==> config.mk <==
export PLATFORM = sky130hd
export DESIGN_NAME = seq_fsm_ctrl
export DESIGN_NICKNAME = d
export VERILOG_FILES = /design/src/rtl/seq_fsm_ctrl.sv
export SDC_FILE = /design/constraint.sdc
export NUM_CORES = 1
export LEC_CHECK = 0
export ABC_AREA = 1
export CAP_MARGIN = 20
export CORE_MARGIN = 5
export CORE_UTILIZATION = 43
export CTS_BUF_LIST = sky130_fd_sc_hd__clkbuf_2 sky130_fd_sc_hd__clkbuf_4 sky130_fd_sc_hd__clkbuf_8
export DETAILED_ROUTE_END_ITERATION = 10
export DONT_BUFFER_PORTS = 1
export PLACE_DENSITY = 0.67
export SYNTH_ARGS = -nofsm -noshare
export SYNTH_HDL_FRONTEND = slang
export SYNTH_SLANG_ARGS = --single-unit
==> constraint.sdc <==
create_clock -name clk -period 4.6 [get_ports clk]
set_input_delay 0.46 -clock clk [delete_from_list [all_inputs] [get_ports clk]]
set_output_delay 0.46 -clock clk [all_outputs]
set_load 0.1 [all_outputs]
==> src/rtl/seq_fsm_ctrl.sv <==
// Frame controller around the 4-state sequence machine: accepts one serial bit per
// handshake, counts bits and s3 entries, pulses done at frame end. Optional trace: SEQ_TRACE_EN.
module seq_fsm_ctrl #(
  parameter int CW = 8
) (
  input  logic          clk,
  input  logic          rst_n,
  input  logic          start,
  input  logic          abort,
  input  logic [CW-1:0] frame_len,
  input  logic          bit_in,
  input  logic          bit_valid,
  output logic          bit_ready,
  output logic          busy,
  output logic          done,
  output logic          hit,
  output logic [1:0]    fsm_state,
  output logic [CW-1:0] bit_cnt,
  output logic [CW-1:0] hit_cnt
`ifdef SEQ_TRACE_EN
  ,
  output logic [7:0]    state_trace
`endif
);

  typedef enum logic [1:0] {IDLE, RUN, DONE} ctrl_e;

  localparam logic [CW-1:0] CNT_ONE = CW'(1);
  localparam logic [CW-1:0] CNT_MAX = {CW{1'b1}};

  ctrl_e         ctrl_q, ctrl_d;
  logic [1:0]    fsm_state_q, fsm_state_d;
  logic [CW-1:0] bit_cnt_q, bit_cnt_d;
  logic [CW-1:0] hit_cnt_q, hit_cnt_d;
  logic [CW-1:0] len_q, len_d;
  logic          hit_q, hit_d;
  logic [1:0]    seq_nxt;
`ifdef SEQ_TRACE_EN
  logic [7:0]    trace_q, trace_d;
`endif

  function automatic logic [1:0] seq_next(input logic [1:0] s, input logic b);
    logic [1:0] n;
    case (s)
      2'b00:   n = b ? 2'b10 : 2'b01;
      2'b01:   n = b ? 2'b10 : 2'b00;
      2'b10:   n = b ? 2'b11 : 2'b01;
      default: n = b ? 2'b10 : 2'b01;
    endcase
    return n;
  endfunction

  always_ff @(posedge clk or negedge rst_n) begin
    if (!rst_n) begin
      ctrl_q      <= IDLE;
      fsm_state_q <= 2'b00;
      bit_cnt_q   <= '0;
      hit_cnt_q   <= '0;
      len_q       <= '0;
      hit_q       <= 1'b0;
`ifdef SEQ_TRACE_EN
      trace_q     <= 8'h00;
`endif
    end else begin
      ctrl_q      <= ctrl_d;
      fsm_state_q <= fsm_state_d;
      bit_cnt_q   <= bit_cnt_d;
      hit_cnt_q   <= hit_cnt_d;
      len_q       <= len_d;
      hit_q       <= hit_d;
`ifdef SEQ_TRACE_EN
      trace_q     <= trace_d;
`endif
    end
  end

  // abort outranks an accept in RUN: the bit is dropped and the counters hold
  always_comb begin
    ctrl_d      = ctrl_q;
    fsm_state_d = fsm_state_q;
    bit_cnt_d   = bit_cnt_q;
    hit_cnt_d   = hit_cnt_q;
    len_d       = len_q;
    hit_d       = 1'b0;
    seq_nxt     = seq_next(fsm_state_q, bit_in);
`ifdef SEQ_TRACE_EN
    trace_d     = trace_q;
`endif
    case (ctrl_q)
      IDLE: begin
        if (start) begin
          len_d       = frame_len;
          fsm_state_d = 2'b00;
          bit_cnt_d   = '0;
          hit_cnt_d   = '0;
`ifdef SEQ_TRACE_EN
          trace_d     = 8'h00;
`endif
          ctrl_d      = (frame_len == '0) ? DONE : RUN;
        end
      end
      RUN: begin
        if (abort) begin
          ctrl_d = IDLE;
        end else if (bit_valid) begin
          fsm_state_d = seq_nxt;
          bit_cnt_d   = bit_cnt_q + CNT_ONE;
`ifdef SEQ_TRACE_EN
          trace_d     = {trace_q[5:0], seq_nxt};
`endif
          if (seq_nxt == 2'b11) begin
            hit_d = 1'b1;
            if (hit_cnt_q != CNT_MAX) hit_cnt_d = hit_cnt_q + CNT_ONE;
          end
          if (bit_cnt_d == len_q) ctrl_d = DONE;
        end
      end
      DONE:    ctrl_d = IDLE;
      default: ctrl_d = IDLE;
    endcase
  end

  always_comb begin
    bit_ready = (ctrl_q == RUN);
    busy      = (ctrl_q == RUN);
    done      = (ctrl_q == DONE);
    hit       = hit_q;
    fsm_state = fsm_state_q;
    bit_cnt   = bit_cnt_q;
    hit_cnt   = hit_cnt_q;
`ifdef SEQ_TRACE_EN
    state_trace = trace_q;
`endif
  end

endmodule
**After elaboration in Yosys (flattened, before gate mapping)**

Index checks and enable logic that the tools add are counted.

- Bits in registers: 29
- Bits of input ports: 14
- Output and inout port bits: 22

- $add $sub $neg: 2
- Equal/unequal tests: 14
- Muxes and demuxes: 27
- Reductions and logical operators: 7

Operator list:

| operator | count |
|---|---|
| $mux 8 | 7 |
| $pmux 8 s2 | 2 |
| $mux 2 | 11 |
| $add 8x1->8 const B | 2 |
| $pmux 2 s2 | 3 |
| $eq 8x8->1 | 1 |
| $logic_not 8->1 | 1 |
| $ne 8x8->1 const B | 1 |
| $eq 2x2->1 const B | 3 |
| $ne 2x2->1 const B | 3 |
| $reduce_and 6->1 | 1 |
| $eq 2x1->1 const B | 2 |
| $mux 1 | 4 |
| $ne 2x1->1 const B | 2 |
| $reduce_and 4->1 | 1 |
| $ne 3x2->1 const B | 1 |
| $ne 3x3->1 const B | 1 |
| $reduce_and 3->1 | 1 |
| $logic_not 2->1 | 1 |
| $reduce_and 2->1 | 1 |
| $reduce_bool 2->1 | 1 |

**Longest topological paths before layout**

Gate-level depths: netlist of the first run.

- Depth in word-level cells: 7
- Gate-level depth with buffers: 12

**Worst setup path before layout of the first run**

Ideal clock, no wire load.

- Path type: reg2reg
- From: reg hit_cnt_q[1] (netlist: hit_cnt[1])
- To: reg hit_cnt_q[2] (netlist: hit_cnt[2])
- Setup time: 0.075 ns
- Arrival: 2.210 ns
- Data required time: 4.525 ns
- Setup slack: 2.315 ns
- Stages on the path, launching flop included: 10
- Clock period less this slack: 2.285 ns
- Cell sequence: dfrtp_1 > ha_1 > nand2_1 > nor2_1 > nand3_1 > nand3_1 > nand2_1 > nand2_4 > nand2_1 > o21ai_2

- Cells in the longest elaborated chain, start to end: 6

RTL lines:

| element | RTL line | RTL |
|---|---|---|
| start: declaration | 34 | `logic [CW-1:0] hit_cnt_q, hit_cnt_d;` |
| start signal: assignment | 68 | `hit_cnt_q <= hit_cnt_d;` |
| $add 8x1->8 | 113 | `if (hit_cnt_q != CNT_MAX) hit_cnt_d = hit_cnt_q + CNT_ONE;` |
| $mux 8 | 113 |  |
| $mux 8 | 111 | `if (seq_nxt == 2'b11) begin` |
| $mux 8 | 105 | `end else if (bit_valid) begin` |
| $mux 8 | 103 | `if (abort) begin` |
| $pmux 8 s2 | 89 | `case (ctrl_q)` |

Several ways; a longest one is shown, not always the timed one. The select of a mux whose other input is x is not followed.
A chain may end at the register's enable or synchronous reset.

**Worst setup path in the final report of the first run**

- From: reg bit_cnt_q[0] (netlist: bit_cnt[0])
- To: reg ctrl_q[0]

- Cells in the longest elaborated chain, start to end: 4

RTL lines:

| element | RTL line | RTL |
|---|---|---|
| start: declaration | 33 | `logic [CW-1:0] bit_cnt_q, bit_cnt_d;` |
| start signal: assignment | 67 | `bit_cnt_q <= bit_cnt_d;` |
| $add 8x1->8 | 107 | `bit_cnt_d = bit_cnt_q + CNT_ONE;` |
| $eq 8x8->1 | 115 | `if (bit_cnt_d == len_q) ctrl_d = DONE;` |
| $ne 3x2->1 (no source line) | -- |  |
| $reduce_and 3->1 (no source line) | -- |  |
| end signal: assignment | 65 | `ctrl_q <= ctrl_d;` |
| end: declaration | 31 | `ctrl_e ctrl_q, ctrl_d;` |

No other way between the ends.

==> results of run 1 <==
-- layout make-up --
type / count / area [um2] / share of cell area [%]
clock buffers: 6 / 76.32 / 4.013
clock inverters: 2 / 10.01 / 0.5263
inverters: 35 / 138.9 / 7.303
multi-input cells: 161 / 850.8 / 44.74
flip-flops and latches: 29 / 725.7 / 38.16
well taps: 50 / 62.56 / 3.289
repair buffers: 3 / 37.54 / 1.974
-- stage by stage --
step                      hold WS (ns)  setup slack, ns  util (%)
after floorplan                 0.1644            2.315         -
after global placement          0.1651            2.111     45.29
after detailed placement        0.1649            2.075     45.29
after CTS                       0.2780            2.064     48.24
after global routing            0.2773            1.828     48.24
final                           0.2867            2.077     48.24
-- what timing repair did --
action	in CTS	in global routing
hold buffers	2	0
endpoints found under the hold margin	29	0
setup buffers	0	0
-- routing by layer --
| metal | up-vias | routed length [um] | global-route usage [%] |
|---|---|---|---|
| met5 | - | 0 | 0 |
| met4 | 0 | 67 | 6.036 |
| met3 | 6 | 297 | 6.019 |
| met2 | 42 | 1664 | 22.54 |
| met1 | 639 | 1791 | 22.10 |
| li1 | 744 | - | - |
-- cell families (layout without fill, tap and decap cells) --
family / Yosys count / in the layout
xor gates and xnor gates: 6 / 6
adders and majority gates: 4 / 4
and+or+nand+nor: 121 / 121
AOI/OAI and AO/OA: 30 / 30
DFF: 29 / 29
buffers and inverters: 37 / 46
-- worst paths after layout --
check | slack [ns] | cells past startpoint | startpoint | end
worst max-delay path | 2.08 | 12 | bit_cnt[0] | ctrl_q[0]
worst min-delay path | 0.29 | 2 | bit_in | hit
worst max register to register | 2.08 | 12 | bit_cnt[0] | ctrl_q[0]
worst min register to register | 0.51 | 2 | len_q[4] | len_q[4]
max in group asynchronous | 3.84 | 2 | rst_n | len_q[7]
min in group asynchronous | 0.60 | 2 | rst_n | hit_cnt[2]
-- power by group through the flow --
stage	Combinational (mW)	Sequential [mW]	Clock [mW]
after detailed placement	0.357	0.543	0
after global routing	0.410	0.550	0.225
after CTS	0.367	0.539	0.214
final	0.362	0.538	0.210
after floorplan	0.308	0.523	0
after global placement	0.353	0.541	0
-- worst register-to-register path: stages (launching register included) --
cell and delay (ns):
dfrtp_1 1.03, ha_1 0.33, nand2_1 0.11, nor2_1 0.27
nand2_1 0.10, nand2_1 0.07, nand3_1 0.08, nand2_1 0.07
nand2_1 0.05, nor2_1 0.09, nand2_1 0.10, nand2_1 0.07
nand2_1 0.04
-- cell usage in the layout, fill, tap and decap left out, types with 2 or more instances in the layout --
cell / Yosys / final
o31ai_1: 3 / 3
nand4_1: 3 / 3
inv_2: 2 / 2
nor2_1: 19 / 18
clkinv_2: 0 / 2
a21oi_1: 3 / 3
nor2_4: 3 / 3
nand3b_1: 5 / 5
nand2_1: 64 / 64
dfrtp_1: 29 / 29
nand3_1: 23 / 23
clkbuf_8: 0 / 5
o21ai_2: 2 / 2
ha_1: 4 / 4
o22ai_1: 4 / 4
xor2_1: 6 / 6
inv_1: 31 / 31
o21ai_0: 15 / 15
-- flip-flops by register name, summed over array words and instances, names as in the netlist --
register	cells
hit	1
ctrl_q	2
fsm_state	2
bit_cnt	8
len_q	8
hit_cnt	8
==> impl_metrics.ini, run 1 <==
[status]
status = finished, final reports clean

[synthesis]
yosys.area_share.simple_pct = 32.51
ys_seq_elements = 29
syn_area_mm2 = 0.001724
synth.area.mux_share_pct = 0
synth_compound_area_share_pct = 10.74
synthTopCellsByArea = dfrtp_1, nand2_1, inv_1
synth-edff-count = 0
synth_top_family_by_area = simple AND/OR/NAND/NOR gates
synth-main-ff-cell = dfrtp_1
yosys.area.top_type = dfrtp_1
yosysMostFrequentCell = nand2_1
synth_top_area_share_pct = 42.09
synth_fa_ha_area_share_pct = 2.903
syn_avg_cell_area_um2 = 7.595
ys_seq_area_share_pct = 42.09
ys_top_cells_by_count = nand2_1, inv_1, dfrtp_1
yosysUniqueCellTypes = 27
synthesis.instances = 227
async_flop_share_pct = 100.0
ys_warn_count = 0
syn_nets = 245
synth-xor-area-share_pct = 3.048

[route]
drc = 0
ant_nets = 0
drtPass1Iterations = 4
wirelength_mm = 3.821
vias = 1431
wl_per_cell_um = 13.36
drt_iter0_markers = 123
viasPerCell = 5.003

[sta]
fin_crit_sh_pct = 54.84
rsz0062_at_grt = false
timing.slew.headroom_pct = 29.50
period_minus_slack_ns = 2.523
fmaxAchievable_mhz = 396.4
setup_viol = 0
skew_ns = 0.01075
slew_violations = 0
worst_pin_slew_ns = 1.056
fin_tns_setup_ns = 0
hold_viol = 0

[power]
intPower_uw = 527.3
power_mw = 1.110
power_leakage_nw = 0.9158
ir_worst_vdd_mv = 0.2219
comb_power_share_pct = 32.6
swShare_pct = 52.49
power.switching_uw = 582.6
seqPwrFrac_pct = 48.5
clock_power_share_pct = 18.9
power_density_mw_per_mm2 = 583.6

[global_routing]
grt_pass1_wl_mm = 6.513
grt_pass1_vias = 1337
grt_start_max_net_pins = 30
grtUsageTotal_pct = 15.96
grt_antenna_before_repair = 0
overflow = 0

[clocking]
cts-htree-levels = 2
cts_sinks = 29
cts-root-buf = clkbuf_8
cts_tree = yes
cts_resized = 0
cts_buffer_depth = 2
insertion_delay_ns = 0.29
clk_pin_slew_ns = 0.07
cts_buffers = 5

[place]
postPlaceCellArea_mm2 = 0.001785
portBuffers = 0
dp_hpwl_mm = 2.874
gp_congestion = 0.8115
placed_cells = 276

[worst_setup_path]
worst_path_most_repeated_cell = nand2_1
crit_fanout = 7
cpMaxStageDelayCell = dfrtp_1
start_kind = flip-flop
cp_top_family = simple AND/OR/NAND/NOR gates
endpoint_kind = flip-flop
required_ns = 4.77
cp.arrival_ns = 2.69
crit_chain = ha_1, nand2_1, nor2_1, nand2_1, nand2_1, nand3_1, nand2_1, nand2_1, nor2_1, nand2_1, nand2_1, nand2_1
crit_type = reg -> reg
critPathBufInv = 0
crit_path_max_incr_delay_ns = 1.03

[cells_and_area]
diodes = 0
syn_to_final_growth_pct = 10.30
nNetsFinal = 253
drive_above_1_share_pct = 10.59
fillers = 379
finalNonFillerCells = 286
finalInstanceArea_mm2 = 0.001902

[floorplan]
die_w_um = 73.32
core-area_mm2 = 0.003943
io_pins = 36
die-area_mm2 = 0.005376
initial_core_util_pct = 43.73
die_y_um = 73.32
rows = 23

[job]
cap_viol_max_count = 0

[hold_path]
hp-class = in -> reg
(Power assumes the default switching activity.)
==> inputs of run 2 (changes only) <==
--- a/config.mk
+++ b/config.mk
@@ -5,7 +5,7 @@
 export SDC_FILE = /design/constraint.sdc
 export NUM_CORES = 1
 export LEC_CHECK = 0
-export ABC_AREA = 1
+export ABC_AREA = 0
 export CAP_MARGIN = 20
 export CORE_MARGIN = 5
 export CORE_UTILIZATION = 43
==> constraint.sdc (replaced) <==
create_clock -name clk -period 2.5 [get_ports clk]
set_input_delay 0.25 -clock clk [delete_from_list [all_inputs] [get_ports clk]]
set_output_delay 0.25 -clock clk [all_outputs]
set_load 0.1 [all_outputs]
==> run 2 against run 1 <==
Net effect: synthesized cell count shrank 15%; clock skew shrank 0.0067 ns; sequential power grew 29%; clock power grew 87%; critical path depth shrank 6; setup slack lost 1.6 ns; power grew 80%; critical path type unchanged; maximum frequency grew 26%.
==> impl_metrics.ini, run 2 <==
[status]
status = finished, final reports clean

[synthesis]
synth.area.mux_share_pct = 1.185
synth-xor-area-share_pct = 6.741
synth_top_family_by_area = simple AND/OR/NAND/NOR gates
syn_area_mm2 = 0.001689
ys_seq_area_share_pct = 42.96
synth_compound_area_share_pct = 14.67
yosys.area_share.simple_pct = 26.67
ys_seq_elements = 29
synth_fa_ha_area_share_pct = 2.963
syn_nets = 211
syn_avg_cell_area_um2 = 8.752
synthTopCellsByArea = dfrtp_1, nand2_1, o21ai_0
ys_top_cells_by_count = nand2_1, dfrtp_1, o21ai_0
synth_top_area_share_pct = 42.96
yosysMostFrequentCell = nand2_1
async_flop_share_pct = 100.0
yosys.area.top_type = dfrtp_1
synth-main-ff-cell = dfrtp_1
synthesis.instances = 193
synth-edff-count = 0
yosysUniqueCellTypes = 41
ys_warn_count = 0

[cells_and_area]
diodes = 0
finalInstanceArea_mm2 = 0.001983
layout_common_cells = nand2_1, dfrtp_1, buf_4, o21ai_0, nor2_1
nNetsFinal = 231
postLayoutCoreUtil_pct = 52.97
final_common_cell = nand2_1
drive_above_1_share_pct = 16.82
fillers = 364
regArea_um2 = 725.7
syn_to_final_growth_pct = 17.41
multi_input_comb_area_um2 = 892.1

[worst_setup_path]
required_ns = 2.64
crit_type = reg -> reg
endpoint_kind = flip-flop
cp.arrival_ns = 2.15
start_kind = flip-flop
critPathBufInv = 0
crit_fanout = 9
cp_top_family = simple AND/OR/NAND/NOR gates
crit_chain = ha_1, nand3_4, or3_1, and3_1, o32a_1, o2bb2ai_1
cpMaxStageDelayCell = dfrtp_1
crit_path_max_incr_delay_ns = 0.50

[sta]
rsz0062_at_grt = false
fin_crit_sh_pct = 80.17
slew_violations = 0
fmaxAchievable_mhz = 498.9
fin_tns_setup_ns = 0
period_minus_slack_ns = 2.004
worst_pin_slew_ns = 0.8638
hold_viol = 0
skew_ns = 0.004037
setup_viol = 0
hold_ws_ns = 0.08063
timing.slew.headroom_pct = 42.46

[global_routing]
grt_antenna_before_repair = 0
grt_pass1_wl_mm = 7.044
grt_start_max_net_pins = 30
grt_pass1_vias = 1546
overflow = 0
grtUsageTotal_pct = 17.09

[clocking]
cts_resized = 0
insertion_delay_ns = 0.27
clk_pin_slew_ns = 0.06
cts-htree-levels = 2
cts_buffers = 5
cts_tree = yes
cts-root-buf = clkbuf_8
cts_buffer_depth = 2
cts_sinks = 29

[place]
portBuffers = 0
gp_congestion = 0.9934
postPlaceCellArea_mm2 = 0.001862
dp_hpwl_mm = 3.155

[floorplan]
die_w_um = 72.68
io_pins = 36
initial_core_util_pct = 45.12
rows = 22
die_y_um = 72.68
die-area_mm2 = 0.005282
core-area_mm2 = 0.003744

[route]
drt_iter0_markers = 101
drc = 0
wl_per_cell_um = 16.24
vias = 1546
viasPerCell = 5.901
drtPass1Iterations = 4
ant_nets = 0
wirelength_mm = 4.256

[power]
power_leakage_nw = 0.9105
power_mw = 1.999
power_density_mw_per_mm2 = 1008
ir_worst_vdd_mv = 0.4813

[hold_path]
hp-class = in -> reg

[job]
cap_viol_max_count = 0
## run 2: changes by cell type after synthesis, moves of 3 or more
cell	delta
a21oi_1	+3
inv_1	-24
nand2b_1	+3
nand3_1	-14
clkbuf_1	+4
nor2_1	-7
or3_1	+3
o22ai_1	-4
xnor2_1	+5
nand3b_1	-4
and3_1	+4
nand2_1	-24
nor2_4	-3
nor4_1	+4
## run 2: where the power goes
group          leakage, nW  internal [mW]  total (mW)  switching (mW)
Clock               0.0498          0.230       0.393           0.163
Combinational        0.474          0.262       0.914           0.652
Sequential           0.387          0.571       0.692           0.121
## run 2: stage by stage
stage               setup slack (ns)  instances
CTS                           0.5510        262
floorplan                    0.06971        193
detailed placement            0.5719        252
finish                        0.4957        262
global placement              0.6506        252
global route                  0.3608        262
## run 2: final cells by class
type / count / area share (%)
Clock buffer: 8 / 4.606
Multi-Input combinational cell: 147 / 44.98
Tap cell: 48 / 3.028
Inverter: 7 / 1.325
Timing Repair Buffer: 23 / 9.464
Sequential cell: 29 / 36.59
## run 2: path summary, 6_finish.rpt
check | depth (start not counted) | from | end | slack, ns
worst min-delay path | 2 | frame_len[6] | len_q[6] | 0.08
min in group asynchronous | 2 | rst_n | hit_cnt[2] | 0.41
max in group asynchronous | 2 | rst_n | len_q[4] | 1.94
worst min register to register | 2 | len_q[7] | len_q[7] | 0.51
worst max register to register | 6 | bit_cnt[0] | ctrl_q[1] | 0.50
worst max-delay path | 6 | bit_cnt[0] | ctrl_q[1] | 0.50
## run 2: what timing repair did
action | CTS | global route
setup endpoints to repair | 0 | 0
hold endpoints to repair | 29 | 0
hold buffers | 2 | 0
buffers inserted | 0 | 0
## run 2: cells by family (layout without fill, tap and decap cells)
kind of cell | Yosys count | count (layout)
flip-flops | 29 | 29
buffers and inverters | 17 | 38
multiplexers | 2 | 2
XOR/XNOR | 13 | 13
AO/OA/AOI/OAI | 38 | 38
adder cells (fa/ha/maj) | 4 | 4
AND/OR/NAND/NOR | 90 | 90
## run 2: per-layer routing
layer / global-route usage [%] / part of all wire [%]
met1: 20.19 / 42
met2: 29.66 / 48
met3: 5.510 / 7.4
met4: 4.713 / 1.8
met5: 0 / 0
==> inputs of run 3 (changes only) <==
==> constraint.sdc (replaced) <==
create_clock -name clk -period 2.05 [get_ports clk]
set_input_delay 0.205 -clock clk [delete_from_list [all_inputs] [get_ports clk]]
set_output_delay 0.205 -clock clk [all_outputs]
set_load 0.1 [all_outputs]
==> run 3 against run 2 <==
Net effect: cell count rose by 0.38%; die area unchanged; highest routed layer unchanged; clock power up 17%; largest cell class unchanged; power increased by 22%; clock skew up 0.0011 ns.
==> impl_metrics.ini, run 3 (synthesis results as in run 2) <==
[route]
viasPerCell = 5.513
wirelength_mm = 4.078
ant_nets = 0
drt_iter0_markers = 86
wl_per_cell_um = 15.51
vias = 1450
drtPass1Iterations = 4
drc = 0

[power]
intPower_mw = 1.293
swShare_pct = 47.17
comb_power_share_pct = 46.8
power_leakage_nw = 0.9110
ir_worst_vdd_mv = 0.5054
power_mw = 2.448
seqPwrFrac_pct = 34.4
clock_power_share_pct = 18.8
power_density_mw_per_mm2 = 1211
power.switching_mw = 1.155

[worst_setup_path]
required_ns = 2.20
cp.arrival_ns = 2.11
start_kind = flip-flop
cp_top_family = compound AO/OA/AOI/OAI gates
crit_type = reg -> reg
critPathBufInv = 0
cpMaxStageDelayCell = dfrtp_4
rr_worst_depth = 6
crit_chain = ha_1, xnor2_1, nand3_1, a211o_1, o31ai_2, o211ai_1
r2r_slack_ns = 0.09
crit_path_max_incr_delay_ns = 0.52
crit_fanout = 9
r2r_start = bit_cnt[0]
endpoint_kind = flip-flop
r2r_end = ctrl_q[0]

[cells_and_area]
finalInstanceArea_mm2 = 0.002022
layout_common_cells = nand2_1, dfrtp_1, buf_4, o21ai_0, nor2_1
syn_to_final_growth_pct = 19.70
nNetsFinal = 232
diodes = 0
drive_above_1_share_pct = 20.93
final_common_cell = nand2_1

[sta]
fmaxAchievable_mhz = 511.0
rsz0062_at_grt = true
worst_pin_slew_ns = 0.5697
fin_crit_sh_pct = 95.46
skew_ns = 0.005132
setup_slack_ns = 0.09301
hold_viol = 0
slew_violations = 0
timing.slew.headroom_pct = 62.02
period_minus_slack_ns = 1.957
setup_viol = 0

[hold_path]
min_from = frame_len[3]
whs_endpoint = len_q[3]
hp-class = in -> reg
hold_path_depth = 2

[clocking]
cts_buffer_depth = 2
cts_tree = yes
post_cts_buffers = 0
cts-root-buf = clkbuf_8
cts_sinks = 29
cts_buffers = 5
cts-htree-levels = 2
insertion_delay_ns = 0.28
clk_pin_slew_ns = 0.06

[global_routing]
grt_antenna_before_repair = 0
overflow = 0
grt_pass1_wl_mm = 6.927
grt_pass1_vias = 1469
grt_start_max_net_pins = 30
grtUsageTotal_pct = 17.29

[place]
portBuffers = 0
place_ws_ns = 0.1011
gp_congestion = 0.8894
postPlaceCellArea_mm2 = 0.001894
dp_hpwl_mm = 3.008

[floorplan]
die_w_um = 72.68
die-area_mm2 = 0.005282
io_pins = 36
die_y_um = 72.68
rows = 22
initial_core_util_pct = 45.12
core-area_mm2 = 0.003744

[status]
status = finished, final reports clean

[job]
cap_viol_max_count = 0
[run 3: cell count changes in the layout (fill, tap and decap cells not counted)]
cell,previous run,this run
clkinv_2,0,2
nor4_2,0,1
dfrtp_1,29,23
dfrtp_2,0,4
nor4_1,4,3
buf_12,1,2
o31ai_1,3,2
dfrtp_4,0,2
o31ai_2,0,1
clkbuf_4,3,1
[run 3: worst max-delay path by stage]
stage | from | cells past startpoint | slack, ns | endpoint
final | bit_cnt[0] | 6 | 0.09 | ctrl_q[0]
after global routing | bit_cnt[0] | 6 | -0.01 | ctrl_q[0]
after CTS | bit_cnt[0] | 6 | 0.09 | ctrl_q[0]
after detailed placement | bit_cnt[0] | 6 | 0.10 | ctrl_q[0]
after global placement | bit_cnt[0] | 6 | 0.26 | ctrl_q[1]
after floorplan | bit_cnt[4] | 5 | 0.003 | ctrl_q[1]
[run 3: worst reg2reg max path: stages, from the launching register on]
cell,delay [ns]
dfrtp_4,0.52
ha_1,0.35
xnor2_1,0.19
nand3_1,0.09
a211o_1,0.27
o31ai_2,0.28
o211ai_1,0.14
[run 3: metal layers]
metal	GRT usage [%]	part of all wire [%]	vias up
li1	-	-	721
met1	19.83	43	688
met2	27.15	50	33
met3	7.163	5.7	8
met4	9.631	1.8	0
met5	0	0	-
[run 3: per-stage QoR]
stage | hold WS, ns | setup TNS [ns] | cells | utilization (%)
finish | 0.02872 | 0 | 263 | 54.01
global route | 0.009852 | -0.01491 | 263 | 54.01
CTS | 0.01901 | 0 | 263 | 53.71
detailed placement | -0.08994 | 0 | 253 | 50.60
global placement | -0.08993 | 0 | 253 | 50.60
floorplan | -0.09059 | 0 | 193 | -
[run 3: repair_timing]
item	4_1_cts	5_1_grt
hold buffers	2	0
gates resized for setup	0	2
endpoints found under the hold margin	29	0
endpoints found under the setup margin	0	1
[run 3: cell type report]
cell class,count,area (um2)
flip-flops and latches,29,738.2
fillers,357,1722
repair buffers,24,207.7
inverters,7,26.28
multi-input cells,147,903.4
well taps,48,60.06
clock buffers,6,76.32
clock inverters,2,10.01
[run 3: power groups by stage]
stage / Sequential, mW / Combinational (mW) / Clock [mW]
after floorplan: 1.09 / 0.647 / 0
final: 0.841 / 1.15 / 0.461
after detailed placement: 0.852 / 1.11 / 0
after global placement: 0.844 / 1.09 / 0
after CTS: 0.841 / 1.14 / 0.474
after global routing: 0.860 / 1.24 / 0.511
